File: config.mk
export PLATFORM = sky130hd
export DESIGN_NAME = led_chaser
export DESIGN_NICKNAME = d
export VERILOG_FILES = /design/src/rtl/led_pkg.sv /design/src/rtl/led_prescaler.sv /design/src/rtl/led_chaser.sv
export SDC_FILE = /design/constraint.sdc
export NUM_CORES = 1
export LEC_CHECK = 0
export CAP_MARGIN = 20
export CELL_PAD_IN_SITES_DETAIL_PLACEMENT = 1
export CELL_PAD_IN_SITES_GLOBAL_PLACEMENT = 1
export CORE_MARGIN = 1
export CORE_UTILIZATION = 46
export CTS_BUF_LIST = sky130_fd_sc_hd__clkbuf_4
export DETAILED_ROUTE_END_ITERATION = 7
export PLACE_DENSITY = 0.95
export SYNTH_ARGS = -nofsm -noshare
export SYNTH_HDL_FRONTEND = slang
export SYNTH_HIERARCHICAL = 1
export SYNTH_SLANG_ARGS = --single-unit
File: constraint.sdc
create_clock -name clk -period 8.2 [get_ports clk]
set_input_delay 2.05 -clock clk [delete_from_list [all_inputs] [get_ports clk]]
set_output_delay 2.05 -clock clk [all_outputs]
set_load 0.1 [all_outputs]
File: src/rtl/led_pkg.sv
// rtl/led_pkg.sv - shared pattern-mode and bounce-direction constants for led_chaser
package led_pkg;

  localparam logic [1:0] MODE_ROL    = 2'd0;
  localparam logic [1:0] MODE_ROR    = 2'd1;
  localparam logic [1:0] MODE_BOUNCE = 2'd2;
  localparam logic [1:0] MODE_FILL   = 2'd3;

  localparam logic DIR_LEFT  = 1'b0;
  localparam logic DIR_RIGHT = 1'b1;

endpackage

File: src/rtl/led_prescaler.sv
// rtl/led_prescaler.sv - programmable step prescaler, one tick every div+1 enabled cycles
module led_prescaler #(
  parameter int DIV_W = 24
) (
  input  logic             clk,
  input  logic             rst_n,
  input  logic             en,
  input  logic [DIV_W-1:0] div,
  output logic             tick
);

  logic [DIV_W-1:0] cnt_q;
  logic [DIV_W-1:0] cnt_d;

  // >= rather than == so that lowering div below cnt fires at once instead of wrapping
  always_comb begin
    cnt_d = cnt_q;
    tick  = 1'b0;
    if (en) begin
      if (cnt_q >= div) begin
        cnt_d = '0;
        tick  = 1'b1;
      end else begin
        cnt_d = cnt_q + DIV_W'(1);
      end
    end
  end

  always_ff @(posedge clk) begin
    if (!rst_n) begin
      cnt_q <= '0;
    end else begin
      cnt_q <= cnt_d;
    end
  end

endmodule

File: src/rtl/led_chaser.sv
// rtl/led_chaser.sv - running-light generator: rotate left/right, bounce and bar fill patterns
module led_chaser #(
  parameter int LED_W = 8,
  parameter int DIV_W = 24
) (
  input  logic             clk,
  input  logic             rst_n,
  input  logic             en,
  input  logic [1:0]       mode,
  input  logic [DIV_W-1:0] div,
  output logic [LED_W-1:0] led,
  output logic             step
);

  import led_pkg::*;

  logic             tick;
  logic [LED_W-1:0] led_q;
  logic [LED_W-1:0] led_d;
  logic             dir_q;
  logic             dir_d;
  logic             step_q;
  logic             step_d;
  logic             bar_ok;
  logic             one_hot;

  led_prescaler #(
    .DIV_W (DIV_W)
  ) u_prescaler (
    .clk   (clk),
    .rst_n (rst_n),
    .en    (en),
    .div   (div),
    .tick  (tick)
  );

  assign bar_ok  = ((led_q & (led_q + LED_W'(1))) == '0);
  assign one_hot = ($countones(led_q) == 1);

  always_comb begin
    led_d  = led_q;
    dir_d  = dir_q;
    step_d = tick;
    if (tick) begin
      if (mode == MODE_FILL) begin
        // an all-ones bar also empties, so both cases clear the bank
        if (!bar_ok || (&led_q)) begin
          led_d = '0;
        end else begin
          led_d = {led_q[LED_W-2:0], 1'b1};
        end
      end else if (!one_hot) begin
        led_d = LED_W'(1);
        dir_d = DIR_LEFT;
      end else begin
        case (mode)
          MODE_ROL: led_d = {led_q[LED_W-2:0], led_q[LED_W-1]};
          MODE_ROR: led_d = {led_q[0], led_q[LED_W-1:1]};
          default: begin
            // bounce turns around on the end LED itself, so each end is lit once per pass
            if (dir_q == DIR_LEFT && led_q[LED_W-1]) begin
              dir_d = DIR_RIGHT;
              led_d = {1'b0, led_q[LED_W-1:1]};
            end else if (dir_q == DIR_RIGHT && led_q[0]) begin
              dir_d = DIR_LEFT;
              led_d = {led_q[LED_W-2:0], 1'b0};
            end else if (dir_q == DIR_LEFT) begin
              led_d = {led_q[LED_W-2:0], 1'b0};
            end else begin
              led_d = {1'b0, led_q[LED_W-1:1]};
            end
          end
        endcase
      end
    end
  end

  always_ff @(posedge clk) begin
    if (!rst_n) begin
      led_q  <= LED_W'(1);
      dir_q  <= DIR_LEFT;
      step_q <= 1'b0;
    end else begin
      led_q  <= led_d;
      dir_q  <= dir_d;
      step_q <= step_d;
    end
  end

  assign led  = led_q;
  assign step = step_q;

endmodule

# Word-level counts from Yosys, hierarchy flattened
# Index checks and enable logic that the tools add are counted.
# Widths: inputs -> output; s select.
[word_totals]
reg_bits = 34
input_bits = 29
output_inout_bits = 9
[op_classes]
add_sub_neg = 9
order_cmp = 1
eq_ne = 5
mux = 14
bitwise_logic = 3
reduce_logical = 9
[ops]
columns = ["cell", "n"]
rows = [
  ["$mux 8", 6],
  ["$add 24x1->24 const B", 1],
  ["$ge 24x24->1", 1],
  ["$mux 24", 1],
  ["$pmux 8 s2", 1],
  ["$add 1x1->2", 4],
  ["$add 8x1->8 const B", 1],
  ["$and 8x8->8", 1],
  ["$logic_not 8->1", 1],
  ["$reduce_and 8->1", 1],
  ["$add 2x2->3", 2],
  ["$mux 1", 6],
  ["$add 3x3->4", 1],
  ["$eq 4x1->1 const B", 1],
  ["$reduce_and 4->1", 1],
  ["$ne 3x1->1 const B", 1],
  ["$eq 2x1->1 const B", 1],
  ["$eq 2x2->1 const B", 1],
  ["$logic_and 1x1->1", 2],
  ["$logic_not 2->1", 1],
  ["$ne 2x2->1 const B", 1],
  ["$not 1->1", 2],
  ["$reduce_or 2->1", 1],
  ["$logic_not 1->1", 1],
  ["$logic_or 1x1->1", 1],
]

# Depth between registers and ports, before layout
[depth]
depth_word = 7
depth_mapped = 13
ltp_nobuf = 12

# By module
# Netlist, hierarchy kept.
[by_module_without_submodules]
columns = ["module", "n_inst", "cells_each", "area_each_um2", "seq_area_each_um2"]
rows = [
  ["led_prescaler", 1, 215, 1796.7, 480.5],
  ["led_chaser", 1, 125, 999.7, 200.2],
]

# Worst setup path before layout
# No wires, ideal clock.
[synth_timing]
path_kind = "in2reg"
startpoint = "in div[23]"
endpoint = "reg led_q[3] (netlist: led[3])"
arrival_ps = 4332
required_time_ps = 8116
path_slack_ps = 3784
stages = 12
path_cell_list = "inv_1 -> ha_1 -> nand4_1 -> nor4_1 -> nor3b_2 -> o21a_1 -> buf_4 -> buf_2 -> nand2_1 -> a2111oi_2 -> nand2_1 -> o221ai_1"
[synth_between]
elab_chain_cells = 3
[synth_lines]
columns = ["item", "line", "source"]
rows = [
  ["start: declaration", "led_chaser.sv:10", "input logic [DIV_W-1:0] div,"],
  ["$ge 24x24->1", "led_prescaler.sv:20", "if (cnt_q >= div) begin"],
  ["$mux 1", "led_prescaler.sv:20", ""],
  ["$mux 1", "led_prescaler.sv:19", "if (en) begin"],
  ["via step_d", "led_chaser.sv:23", "logic step_d;"],
  ["end signal: assignment", "led_chaser.sv:84", "led_q <= led_d;"],
  ["end: declaration", "led_chaser.sv:18", "logic [LED_W-1:0] led_q;"],
]
# The timed path passes the listed nets, and every way through them passes these cells.
# A chain may end at the register's enable or synchronous reset.

# Final worst setup path
# Ends and elaborated chain as after synthesis.

==> impl_metrics.yaml <==
cells_and_area:
  post_route_cells_drive_above_1_share_pct: 7.51
  final_util_pct: 56.1
  stdcell_count: 448
  diodes: 0
  areaGrowthSynthToFinish_pct: 18.2
  fin_nets: 435
route:
  wl_mm: 7.74
  ant_nets: 0
  via_per_inst: 5.89
  first_pass_iters: 4
  drc: 0
  vias: 2640
  drtIter0Drc: 180
  wl_per_cell_um: 17.3
grt:
  grtUsageTotal_pct: 25.6
  grt_max_degree: 32
  antenna_found_initial: 0
  grt_pass1_wl_mm: 12.9
  grt_pass1_vias: 2655
  grt-ovfl-total: 0
yosys:
  synth_area_leaders: "dfxtp_1, ha_1, inv_1"
  ys_seq_area_share_pct: 24.3
  syn_nets: 403
  syn_area_um2: 2800
  syn_inst: 340
  synth_top_area_cell: "dfxtp_1"
  synth.distinct_cells: 60
  synthArstFlopShare_pct: 0
  synth_top_area_share_pct: 24.3
  ys_warn_count: 6
  synth_edf_count: 0
  ys_top_cells_by_count: "inv_1, nand2_1, dfxtp_1"
  avgSynthCellArea_um2: 8.22
  synth_flop_cell: "dfxtp_1"
  yosys.cell_count.top_type: "inv_1"
  synth-seq-cells: 34
sta:
  min_period_ns: 5.15
  setup_viol: 0
  fin_ws_ns: 3.05
  worst_pin_slew_ns: 0.980
  skew_ns: 0.0231
  rsz0062_at_grt: "false"
  period_share_pct: 62.8
  hold_viol_final: 0
  fmax_mhz: 194
  whs_ns: 0.592
  maxSlewViolCount: 0
  max-slew-margin-rel_pct: 34.5
  final.setup.tns_ns: 0
power:
  power.share.switching_pct: 23.1
  cellLeakagePower_nw: 1.33
  clockPowerShare_pct: 43.7
  switchingPower_uw: 85.4
  power_frac_comb_pct: 11.0
  vdd_drop_max_v: 0.000123
  seqPwrFrac_pct: 45.3
  internal_power_uw: 284
  p_per_area_nw_per_um2: 112
cts:
  cts_setup_buffers: 0
  cts_tree: "done"
  cts.path.max_buffers: 2
  cts_htree_levels: 2
  clkSlewWorstSetupHoldPaths_ns: 0.11
  cts_buffers: 5
  cts-root-buf: "clkbuf_4"
  cts-resized-gates: 0
  hold_buffers: 0
  cts_sinks: 34
  clock_latency_ns: 0.36
critical_path:
  crit_path_max_fanout: 12
  startpoint_type: "primary input"
  required_ns: 8.47
  cpMostUsedCell: "nand2_1"
  crit_type: "primary input to flop"
  cp.arrival_ns: 5.42
  crit_slowest_cell: "o21a_1"
  cp-end-kind: "flop"
  cp_cell_sequence: "clkdlybuf4s50_1 > inv_1 > ha_1 > nand4_1 > nor4_1 > nor3b_2 > o21a_1 > nand2_1 > a2111oi_2 > nand2_1 > o221ai_1"
  worst_path_largest_cell_delay_ns: 0.54
floorplanning:
  row_count: 28
  die_area_um2: 6400
  start_util_pct: 47.5
  fp.dieW_um: 80.0
  core_um2: 5890
  num_io_pins: 38
  die_h_um: 80.0
status:
  status: "finished clean"
placement:
  io_buffer_count: 37
  numPlacedInstances: 439
  gp_congestion: 0.856
  hpwl_mm: 5.72
  place_ws_ns: 2.34
min_path:
  hp-class: "flop to flop"
run:
  drv_cap: 0
-- metal layers --
metal	GRT usage (%)	wire [µm]	part of all wire [%]	vias up
li1	-	-	-	1272
met1	33.1	3500	45	1303
met2	45.0	3830	49	54
met3	3.89	317	4.1	11
met4	4.64	89	1.2	0
met5	0	0	0	-
-- stage by stage --
stage | power [mW] | cell area [µm²]
4_1_cts | 0.372 | 3290
5_1_grt | 0.381 | 3300
3_3_place_gp | 0.209 | 3180
2_1_floorplan | 0.192 | 2800
6_report | 0.369 | 3300
3_5_place_dp | 0.212 | 3180
-- worst paths after layout --
| path | from | end | slack (ns) | cells after the start |
|---|---|---|---|---|
| worst max-delay path | div[23] | led[3] | 3.05 | 11 |
| worst min-delay path | u_prescaler/cnt_q[13] | u_prescaler/cnt_q[13] | 0.59 | 2 |
| worst max register to register | led[0] | led[3] | 4.06 | 12 |
| worst min register to register | u_prescaler/cnt_q[13] | u_prescaler/cnt_q[13] | 0.59 | 2 |
-- state kept, by name, indices dropped and copies added, names as in the netlist --
signal and count:
dir_q 1, led 8, step 1, u_prescaler/cnt_q 24
-- worst max-delay path, delay by kind of cell --
family | cells | cell delay (ns)
compound gates | 3 | 1.13
fa+ha+maj | 1 | 0.31
buf+inv | 2 | 0.49
simple gates | 5 | 1.44
-- area by class of cell --
| class | instances | area, µm² |
|---|---|---|
| inverters | 44 | 165 |
| clock buffers | 5 | 37.5 |
| multi-input cells | 249 | 1870 |
| flip-flops and latches | 34 | 681 |
| well taps | 75 | 93.8 |
| clock inverters | 3 | 68.8 |
| repair buffers | 38 | 385 |
| fillers | 709 | 2580 |
-- cells in the final DEF (no fill, tap or decap), types with 4 or more instances in the layout --
cell type,synthesis,layout
xor2_1,12,12
nor3_1,4,4
o21ai_0,9,9
clkbuf_4,0,5
nand2_1,37,37
o21a_1,5,5
a21oi_1,17,17
xnor2_1,8,8
nor2_1,12,12
dfxtp_1,34,34
a211oi_1,5,5
ha_1,30,30
clkdlybuf4s50_1,0,37
and3_1,4,4
inv_1,44,44
nor2b_1,6,6
fa_1,4,4
nor3b_1,19,19
nand4_1,17,17
nand3_1,8,8
-- power groups by stage --
| stage | sequential, mW | combinational [mW] | clock, mW |
|---|---|---|---|
| 2_1_floorplan | 0.171 | 0.0211 | 0 |
| 3_3_place_gp | 0.171 | 0.0381 | 0 |
| 3_5_place_dp | 0.171 | 0.0406 | 0 |
| 4_1_cts | 0.167 | 0.0409 | 0.164 |
| 5_1_grt | 0.168 | 0.0454 | 0.168 |
| 6_report | 0.167 | 0.0407 | 0.161 |
-- kinds of logic (layout without fill, tap and decap cells) --
logic type,Yosys count,in the layout,synth area share [%]
mux,1,1,0.358
simple gates,130,130,27.7
buf+inv,57,90,8.68
compound gates,64,64,16.4
xor+xnor,20,20,6.26
fa+ha+maj,34,34,16.3
flops,34,34,24.3
Note: power is estimated with default switching activity, not from simulation.
